### src/rtl/ocl_axil_timeout_guard.sv
// AXI4-Lite OCL guard: forwards single transactions and completes them locally with SLVERR on downstream timeout.
// Optional macro OCL_GUARD_STATS_EN builds the timeout counters and the last_to_addr capture register.
module ocl_axil_timeout_guard #(
    parameter int          ADDR_W      = 32,
    parameter int          TIMEOUT_CYC = 1024,
    parameter logic [31:0] ERR_RDATA   = 32'hDEAD_BEEF,
    parameter int          CNT_W       = 16
) (
    input  logic              clk_main_a0,
    input  logic              rst_main_n,
    input  logic [ADDR_W-1:0] s_awaddr,
    input  logic              s_awvalid,
    output logic              s_awready,
    input  logic [31:0]       s_wdata,
    input  logic [3:0]        s_wstrb,
    input  logic              s_wvalid,
    output logic              s_wready,
    output logic [1:0]        s_bresp,
    output logic              s_bvalid,
    input  logic              s_bready,
    input  logic [ADDR_W-1:0] s_araddr,
    input  logic              s_arvalid,
    output logic              s_arready,
    output logic [31:0]       s_rdata,
    output logic [1:0]        s_rresp,
    output logic              s_rvalid,
    input  logic              s_rready,
    output logic [ADDR_W-1:0] m_awaddr,
    output logic              m_awvalid,
    input  logic              m_awready,
    output logic [31:0]       m_wdata,
    output logic [3:0]        m_wstrb,
    output logic              m_wvalid,
    input  logic              m_wready,
    input  logic [1:0]        m_bresp,
    input  logic              m_bvalid,
    output logic              m_bready,
    output logic [ADDR_W-1:0] m_araddr,
    output logic              m_arvalid,
    input  logic              m_arready,
    input  logic [31:0]       m_rdata,
    input  logic [1:0]        m_rresp,
    input  logic              m_rvalid,
    output logic              m_rready,
    output logic              guard_tripped,
    output logic [CNT_W-1:0]  timeout_wr_cnt,
    output logic [CNT_W-1:0]  timeout_rd_cnt
`ifdef OCL_GUARD_STATS_EN
   ,output logic [ADDR_W-1:0] last_to_addr
`endif
);

    typedef enum logic [2:0] {W_IDLE, W_FWD, W_RESP, W_ERR, W_STALE} wst_t;
    typedef enum logic [2:0] {R_IDLE, R_FWD, R_RESP, R_ERR, R_STALE} rst_t;

    localparam logic [15:0] TO_LAST = 16'(TIMEOUT_CYC - 1);

    // ---------------- write channel ----------------
    wst_t              r_wrst;
    logic [15:0]       r_wcnt;
    logic [ADDR_W-1:0] r_awaddr;
    logic [31:0]       r_wdata;
    logic [3:0]        r_wstrb;
    logic              r_aw_held, r_w_held, r_maw_done, r_mw_done, r_wabs;
    logic              r_s_awready, r_s_wready, r_s_bvalid, r_m_awvalid, r_m_wvalid, r_m_bready;
    logic [1:0]        r_s_bresp;

    logic w_aw_hs, w_w_hs, w_aw_h, w_w_h, w_maw_done, w_mw_done, w_mb_hs;
    logic w_wabs, w_wfire, w_wbv_n, w_aw_n, w_w_n;

    assign w_aw_hs    = s_awvalid & r_s_awready;
    assign w_w_hs     = s_wvalid & r_s_wready;
    assign w_aw_h     = r_aw_held | w_aw_hs;
    assign w_w_h      = r_w_held | w_w_hs;
    assign w_maw_done = r_maw_done | (r_m_awvalid & m_awready);
    assign w_mw_done  = r_mw_done | (r_m_wvalid & m_wready);
    assign w_mb_hs    = m_bvalid & r_m_bready;
    assign w_wabs     = r_wabs | w_mb_hs;
    assign w_wfire    = w_aw_h & w_w_h;
    assign w_wbv_n    = w_wfire | (r_s_bvalid & ~s_bready);
    assign w_aw_n     = w_aw_h & ~w_wfire;
    assign w_w_n      = w_w_h & ~w_wfire;

    always_ff @(posedge clk_main_a0 or negedge rst_main_n) begin
        if (!rst_main_n) begin
            r_wrst      <= W_IDLE;
            r_wcnt      <= '0;
            r_awaddr    <= '0;
            r_wdata     <= '0;
            r_wstrb     <= '0;
            r_aw_held   <= 1'b0;
            r_w_held    <= 1'b0;
            r_maw_done  <= 1'b0;
            r_mw_done   <= 1'b0;
            r_wabs      <= 1'b0;
            r_s_awready <= 1'b0;
            r_s_wready  <= 1'b0;
            r_s_bvalid  <= 1'b0;
            r_s_bresp   <= 2'b00;
            r_m_awvalid <= 1'b0;
            r_m_wvalid  <= 1'b0;
            r_m_bready  <= 1'b0;
        end else begin
            // Unaccepted downstream beats persist through ERR/STALE until taken.
            r_m_awvalid <= r_m_awvalid & ~m_awready;
            r_m_wvalid  <= r_m_wvalid & ~m_wready;
            r_maw_done  <= w_maw_done;
            r_mw_done   <= w_mw_done;
            case (r_wrst)
                W_IDLE: begin
                    if (w_aw_hs) r_awaddr <= s_awaddr;
                    if (w_w_hs) begin
                        r_wdata <= s_wdata;
                        r_wstrb <= s_wstrb;
                    end
                    if (w_wfire) begin
                        r_wrst      <= W_FWD;
                        r_m_awvalid <= 1'b1;
                        r_m_wvalid  <= 1'b1;
                        r_maw_done  <= 1'b0;
                        r_mw_done   <= 1'b0;
                        r_wcnt      <= '0;
                        r_aw_held   <= 1'b0;
                        r_w_held    <= 1'b0;
                        r_s_awready <= 1'b0;
                        r_s_wready  <= 1'b0;
                    end else begin
                        r_aw_held   <= w_aw_h;
                        r_w_held    <= w_w_h;
                        r_s_awready <= ~w_aw_h;
                        r_s_wready  <= ~w_w_h;
                    end
                end
                W_FWD: begin
                    if (w_mb_hs) begin
                        r_wrst     <= W_RESP;
                        r_s_bvalid <= 1'b1;
                        r_s_bresp  <= m_bresp;
                        r_m_bready <= 1'b0;
                    end else if (r_wcnt == TO_LAST) begin
                        r_wrst     <= W_ERR;
                        r_s_bvalid <= 1'b1;
                        r_s_bresp  <= 2'b10;
                        r_m_bready <= 1'b0;
                    end else begin
                        r_wcnt     <= r_wcnt + 16'd1;
                        r_m_bready <= w_maw_done & w_mw_done;
                    end
                end
                W_RESP: begin
                    if (s_bready) begin
                        r_wrst      <= W_IDLE;
                        r_s_bvalid  <= 1'b0;
                        r_s_awready <= 1'b1;
                        r_s_wready  <= 1'b1;
                    end
                end
                W_ERR: begin
                    if (s_bready) begin
                        r_wrst      <= W_STALE;
                        r_s_bvalid  <= 1'b0;
                        r_s_awready <= 1'b1;
                        r_s_wready  <= 1'b1;
                        r_m_bready  <= w_maw_done & w_mw_done;
                        r_wabs      <= 1'b0;
                    end
                end
                W_STALE: begin
                    r_s_bvalid <= w_wbv_n;
                    if (w_wfire) r_s_bresp <= 2'b10;
                    // Once the late B is absorbed, stop taking new writes but finish any half-captured one.
                    if (w_wabs & ~w_aw_n & ~w_w_n & ~w_wbv_n) begin
                        r_wrst      <= W_IDLE;
                        r_wabs      <= 1'b0;
                        r_aw_held   <= 1'b0;
                        r_w_held    <= 1'b0;
                        r_m_bready  <= 1'b0;
                        r_s_awready <= 1'b1;
                        r_s_wready  <= 1'b1;
                    end else begin
                        r_wabs      <= w_wabs;
                        r_aw_held   <= w_aw_n;
                        r_w_held    <= w_w_n;
                        r_m_bready  <= ~w_wabs & w_maw_done & w_mw_done;
                        r_s_awready <= ~w_wbv_n & ~w_aw_n & (~w_wabs | w_w_n);
                        r_s_wready  <= ~w_wbv_n & ~w_w_n & (~w_wabs | w_aw_n);
                    end
                end
                default: r_wrst <= W_IDLE;
            endcase
        end
    end

    // ---------------- read channel ----------------
    rst_t              r_rdst;
    logic [15:0]       r_rcnt;
    logic [ADDR_W-1:0] r_araddr;
    logic              r_mar_done, r_rabs;
    logic              r_s_arready, r_s_rvalid, r_m_arvalid, r_m_rready;
    logic [31:0]       r_s_rdata;
    logic [1:0]        r_s_rresp;

    logic w_ar_hs, w_mar_done, w_mr_hs, w_rabs, w_rv_n;

    assign w_ar_hs    = s_arvalid & r_s_arready;
    assign w_mar_done = r_mar_done | (r_m_arvalid & m_arready);
    assign w_mr_hs    = m_rvalid & r_m_rready;
    assign w_rabs     = r_rabs | w_mr_hs;
    assign w_rv_n     = w_ar_hs | (r_s_rvalid & ~s_rready);

    always_ff @(posedge clk_main_a0 or negedge rst_main_n) begin
        if (!rst_main_n) begin
            r_rdst      <= R_IDLE;
            r_rcnt      <= '0;
            r_araddr    <= '0;
            r_mar_done  <= 1'b0;
            r_rabs      <= 1'b0;
            r_s_arready <= 1'b0;
            r_s_rvalid  <= 1'b0;
            r_s_rdata   <= '0;
            r_s_rresp   <= 2'b00;
            r_m_arvalid <= 1'b0;
            r_m_rready  <= 1'b0;
        end else begin
            r_m_arvalid <= r_m_arvalid & ~m_arready;
            r_mar_done  <= w_mar_done;
            case (r_rdst)
                R_IDLE: begin
                    if (w_ar_hs) begin
                        r_rdst      <= R_FWD;
                        r_araddr    <= s_araddr;
                        r_m_arvalid <= 1'b1;
                        r_mar_done  <= 1'b0;
                        r_rcnt      <= '0;
                        r_s_arready <= 1'b0;
                    end else begin
                        r_s_arready <= 1'b1;
                    end
                end
                R_FWD: begin
                    if (w_mr_hs) begin
                        r_rdst     <= R_RESP;
                        r_s_rvalid <= 1'b1;
                        r_s_rdata  <= m_rdata;
                        r_s_rresp  <= m_rresp;
                        r_m_rready <= 1'b0;
                    end else if (r_rcnt == TO_LAST) begin
                        r_rdst     <= R_ERR;
                        r_s_rvalid <= 1'b1;
                        r_s_rdata  <= ERR_RDATA;
                        r_s_rresp  <= 2'b10;
                        r_m_rready <= 1'b0;
                    end else begin
                        r_rcnt     <= r_rcnt + 16'd1;
                        r_m_rready <= w_mar_done;
                    end
                end
                R_RESP: begin
                    if (s_rready) begin
                        r_rdst      <= R_IDLE;
                        r_s_rvalid  <= 1'b0;
                        r_s_arready <= 1'b1;
                    end
                end
                R_ERR: begin
                    if (s_rready) begin
                        r_rdst      <= R_STALE;
                        r_s_rvalid  <= 1'b0;
                        r_s_arready <= 1'b1;
                        r_m_rready  <= w_mar_done;
                        r_rabs      <= 1'b0;
                    end
                end
                R_STALE: begin
                    r_s_rvalid <= w_rv_n;
                    if (w_ar_hs) begin
                        r_s_rdata <= ERR_RDATA;
                        r_s_rresp <= 2'b10;
                    end
                    if (w_rabs & ~w_rv_n) begin
                        r_rdst      <= R_IDLE;
                        r_rabs      <= 1'b0;
                        r_m_rready  <= 1'b0;
                        r_s_arready <= 1'b1;
                    end else begin
                        r_rabs      <= w_rabs;
                        r_m_rready  <= ~w_rabs & w_mar_done;
                        r_s_arready <= ~w_rv_n & ~w_rabs;
                    end
                end
                default: r_rdst <= R_IDLE;
            endcase
        end
    end

    logic r_guard;
    always_ff @(posedge clk_main_a0 or negedge rst_main_n) begin
        if (!rst_main_n) r_guard <= 1'b0;
        else             r_guard <= (r_wrst == W_STALE) | (r_rdst == R_STALE);
    end

`ifdef OCL_GUARD_STATS_EN
    logic              w_wr_to, w_rd_to;
    logic [CNT_W-1:0]  r_to_wr_cnt, r_to_rd_cnt;
    logic [ADDR_W-1:0] r_last_to_addr;

    assign w_wr_to = (r_wrst == W_FWD) & ~w_mb_hs & (r_wcnt == TO_LAST);
    assign w_rd_to = (r_rdst == R_FWD) & ~w_mr_hs & (r_rcnt == TO_LAST);

    always_ff @(posedge clk_main_a0 or negedge rst_main_n) begin
        if (!rst_main_n) begin
            r_to_wr_cnt    <= '0;
            r_to_rd_cnt    <= '0;
            r_last_to_addr <= '0;
        end else begin
            if (w_wr_to && !(&r_to_wr_cnt)) r_to_wr_cnt <= r_to_wr_cnt + CNT_W'(1);
            if (w_rd_to && !(&r_to_rd_cnt)) r_to_rd_cnt <= r_to_rd_cnt + CNT_W'(1);
            if (w_rd_to)      r_last_to_addr <= r_araddr;
            else if (w_wr_to) r_last_to_addr <= r_awaddr;
        end
    end

    assign timeout_wr_cnt = r_to_wr_cnt;
    assign timeout_rd_cnt = r_to_rd_cnt;
    assign last_to_addr   = r_last_to_addr;
`else
    assign timeout_wr_cnt = '0;
    assign timeout_rd_cnt = '0;
`endif

    assign s_awready     = r_s_awready;
    assign s_wready      = r_s_wready;
    assign s_bvalid      = r_s_bvalid;
    assign s_bresp       = r_s_bresp;
    assign s_arready     = r_s_arready;
    assign s_rvalid      = r_s_rvalid;
    assign s_rdata       = r_s_rdata;
    assign s_rresp       = r_s_rresp;
    assign m_awaddr      = r_awaddr;
    assign m_awvalid     = r_m_awvalid;
    assign m_wdata       = r_wdata;
    assign m_wstrb       = r_wstrb;
    assign m_wvalid      = r_m_wvalid;
    assign m_bready      = r_m_bready;
    assign m_araddr      = r_araddr;
    assign m_arvalid     = r_m_arvalid;
    assign m_rready      = r_m_rready;
    assign guard_tripped = r_guard;

endmodule

### config.mk
export PLATFORM = sky130hd
export DESIGN_NAME = ocl_axil_timeout_guard
export DESIGN_NICKNAME = d
export VERILOG_FILES = /design/src/rtl/ocl_axil_timeout_guard.sv
export SDC_FILE = /design/constraint.sdc
export NUM_CORES = 1
export LEC_CHECK = 0
export ABC_AREA = 1
export CORE_ASPECT_RATIO = 1.2
export CORE_MARGIN = 3
export CORE_UTILIZATION = 25
export DETAILED_ROUTE_END_ITERATION = 12
export PLACE_DENSITY = 0.53
export SETUP_SLACK_MARGIN = 0.5
export SYNTH_ARGS = -nofsm -noshare
export SYNTH_HDL_FRONTEND = slang
export SYNTH_SLANG_ARGS = --single-unit
### constraint.sdc
create_clock -name clk_main_a0 -period 1.8 [get_ports clk_main_a0]
set_input_delay 0.36 -clock clk_main_a0 [delete_from_list [all_inputs] [get_ports clk_main_a0]]
set_output_delay 0.36 -clock clk_main_a0 [all_outputs]
set_load 0.005 [all_outputs]
==> key figures <==
CTS
  • Worst-path clk slew: 0.08 ns
  • Clk sinks: 192
  • H-Tree Depth: 4
  • Max Buffers Root-to-Sink: 2
  • CTS Buf Count: 17
  • CTS tree: yes
  • Root Buffer: clkbuf_16
  • Worst-Skew Late Latency: 0.44 ns

STA
  • Max frequency: 624.2 MHz
  • Worst hold margin: 0.4394 ns
  • Endpoints failing hold: 0
  • RSZ-0062 raised after global routing: true
  • # setup viols final: 0
  • Period minus WS final: 1.602 ns
  • Setup TNS Final: 0 ns
  • Clock Skew: 0.01232 ns
  • Slew Limit Fails: 0
  • PnR worst setup slack: 0.1980 ns
  • Tcrit/Tclk final: 0.8900

Synth
  • Post-synth EDFFs: 0
  • Yosys top cell by area: dfrtp_1
  • Synth Instances: 941
  • Synth cell types: 41
  • Commonest cells in the netlist: nand2_1, dfrtp_1, nor2_1
  • Main area contributors after synthesis: dfrtp_1, nand2_1, mux2_2
  • Most common cell in the netlist: nand2_1
  • Most used flip-flop cell after synthesis: dfrtp_1
  • Top-area cell type share of the netlist area: 0.5184
  • #FFs+latches synth: 192
  • Async SR Flop Fraction: 1.000
  • Sequential cell area fraction in the yosys report: 0.5184
  • Synth Area per Inst: 9.849 um^2
  • Post-Syn Area: 0.009268 mm^2
  • Yosys warns: 0

GRT
  • GRT overflow: 0
  • First-pass GRT wire length: 42,570 um
  • GRT Total Usage: 0.1342
  • Initial antenna violation count: 0
  • Number of global-route vias before repair: 7,879
  • Largest net degree at the start of global routing: 42

Final layout
  • Area occupied by multi-input gates: 0.004542 mm^2
  • Share of layout cells above drive strength 1: 0.4282
  • N_diodes: 0
  • Sequential cell area: 0.004823 mm^2
  • Layout Nets: 1,543
  • Number of fill cells: 3,594
  • Area grow syn2layout: 58.76%

Detailed routing
  • DR DRC count: 0
  • Initial DRC count: 256
  • Antenna Nets Post-Route: 0
  • Vias per cell: 4.291
  • Drt total wl: 29,040 um
  • WL per Instance: 15.49 um
  • DR vias: 8,041
  • Drt first pass iters: 6

Power and ir drop
  • Peak supply drop: 1024 uV
  • Switching Share: 0.3711
  • Internal power: 15.43 mW
  • Pwr per Cell Area: 1667 mW/mm^2
  • Comb pwr share: 0.543
  • Reg power frac: 0.291
  • Sw Pwr: 9.102 mW
  • Cell leakage power: 7.177 nW
  • Clock share of power: 0.166

Critical path
  • Startpoint Class: flip-flop
  • R2R depth: 6
  • Worst R2R Start: r_wrst[0]$_DFFE_PN0P_
  • WS Path Type: reg -> reg
  • Crit path required time: 2.12 ns
  • CP Data Arrival Time: 1.92 ns
  • Crit Path Max Fanout: 6
  • Crit end category: flip-flop
  • Critical Path Source: r_wrst[0]$_DFFE_PN0P_
  • Reg-to-reg setup timing slack: 0.20 ns

Die
  • Site row count: 76
  • Die width: 181.8 um
  • Number of top-level pins: 327
  • Die area: 0.03943 mm^2
  • Core box area: 0.03623 mm^2
  • Initial Util: 0.2558
  • Die height: 216.9 um

Placed design
  • Pre-CTS setup slack: -0.1099 ns
  • Hpwl dp: 19,600 um
  • Final Wtd Congestion: 0.7964
  • I/O Buffers: 294

Worst hold path
  • Worst hold path type: in -> async

Run
  • Max-cap violations: 0

Run status
  • Status: completed
state kept, by name (all words and copies together), names as in the netlist, 2 cells and up:
name and flops:
m_wdata 32, m_wstrb 4, r_wcnt 16, m_awaddr 32
r_rdst 3, s_rresp 2, s_rdata 32, s_bresp 2
r_rcnt 16, r_wrst 3, m_araddr 32
critical path: stages (launching register included):
cell,delay [ns]
dfrtp_2,0.44
nor2_4,0.16
nand2_2,0.10
clkinv_4,0.07
nand3_4,0.18
clkbuf_16,0.23
mux2_4,0.29
power groups by stage:
stage	Sequential [mW]	Combinational, mW	Clock (mW)
6_report	7.13	13.3	4.07
5_1_grt	7.39	14.5	4.40
4_1_cts	7.12	11.0	4.24
3_5_place_dp	7.30	11.3	0
3_3_place_gp	7.24	11.3	0
2_1_floorplan	7.33	5.95	0
through the flow:
step	cells	power, mW	instance area [um^2]	utilization
5_1_grt	1874	26.26	14710	0.4061
3_5_place_dp	1716	18.61	13010	0.3590
4_1_cts	1794	22.37	13440	0.3711
2_1_floorplan	972	13.28	9533	-
6_report	1874	24.53	14710	0.4061
3_3_place_gp	1716	18.51	13010	0.3590
cells by family after synthesis:
logic type | after synthesis | share of synthesized area
adder cells (fa/ha/maj) | 2 | 0.002700
flip-flops | 192 | 0.5184
buffers and inverters | 118 | 0.07844
other | 1 | 0.0004046
AO/OA/AOI/OAI | 54 | 0.03456
XOR/XNOR | 20 | 0.01890
multiplexers | 101 | 0.1347
AND/OR/NAND/NOR | 453 | 0.2118
cell usage in the layout (no fill, tap or decap), types with 10 or more instances in the layout:
| cell type | Yosys | routed |
|---|---|---|
| buf_12 | 1 | 15 |
| buf_2 | 8 | 125 |
| buf_4 | 33 | 118 |
| buf_6 | 16 | 29 |
| clkbuf_16 | 0 | 24 |
| clkbuf_2 | 0 | 15 |
| clkdlybuf4s50_1 | 0 | 145 |
| conb_1 | 1 | 32 |
| dfrtp_1 | 192 | 177 |
| dfrtp_2 | 0 | 15 |
| inv_1 | 49 | 40 |
| inv_2 | 5 | 10 |
| mux2_2 | 52 | 52 |
| mux2_4 | 30 | 47 |
| nand2_1 | 260 | 220 |
| nand2_2 | 3 | 34 |
| nand3_1 | 60 | 37 |
| nand3_2 | 2 | 19 |
| nand3_4 | 4 | 13 |
| nand4_1 | 11 | 11 |
| nor2_1 | 97 | 83 |
| nor2_4 | 3 | 11 |
| o21ai_1 | 6 | 10 |
| o21ai_2 | 9 | 18 |
| xor2_1 | 16 | 16 |
path summary, 6_finish.rpt:
path,to
worst max-delay path,m_wdata[22]$_DFFE_PN0P_
worst min-delay path,s_arready$_DFFE_PN0P_
worst max register to register,m_wdata[22]$_DFFE_PN0P_
worst min register to register,s_rdata[31]$_DFFE_PN0P_
max in group asynchronous,s_rdata[26]$_DFFE_PN0P_
min in group clk_main_a0,s_rdata[31]$_DFFE_PN0P_
area by class of cell:
| cell class | count | area share |
|---|---|---|
| Clock inverter | 14 | 0.01310 |
| Tap cell | 468 | 0.03980 |
| Inverter | 56 | 0.01607 |
| Clock buffer | 18 | 0.02917 |
| Multi-Input combinational cell | 668 | 0.3087 |
| Timing Repair Buffer | 458 | 0.2653 |
| Sequential cell | 192 | 0.3278 |
per-layer routing:
layer  global-route usage  vias up  part of all wire
li1                     -     3898                 -
met3              0.03811       23             0.062
met1               0.1670     3863              0.42
met4              0.04267        0             0.015
met2               0.2253      257              0.50
met5                    0        -                 0
repair_timing:
item,CTS,global route
buffers inserted,44,65
hold buffers,1,0
endpoints found under the setup margin,333,336
gates resized for setup,574,196
endpoints found under the hold margin,33,0
pin swaps,4,38
gates cloned,1,15
Note: power is estimated with default switching activity, not from simulation.
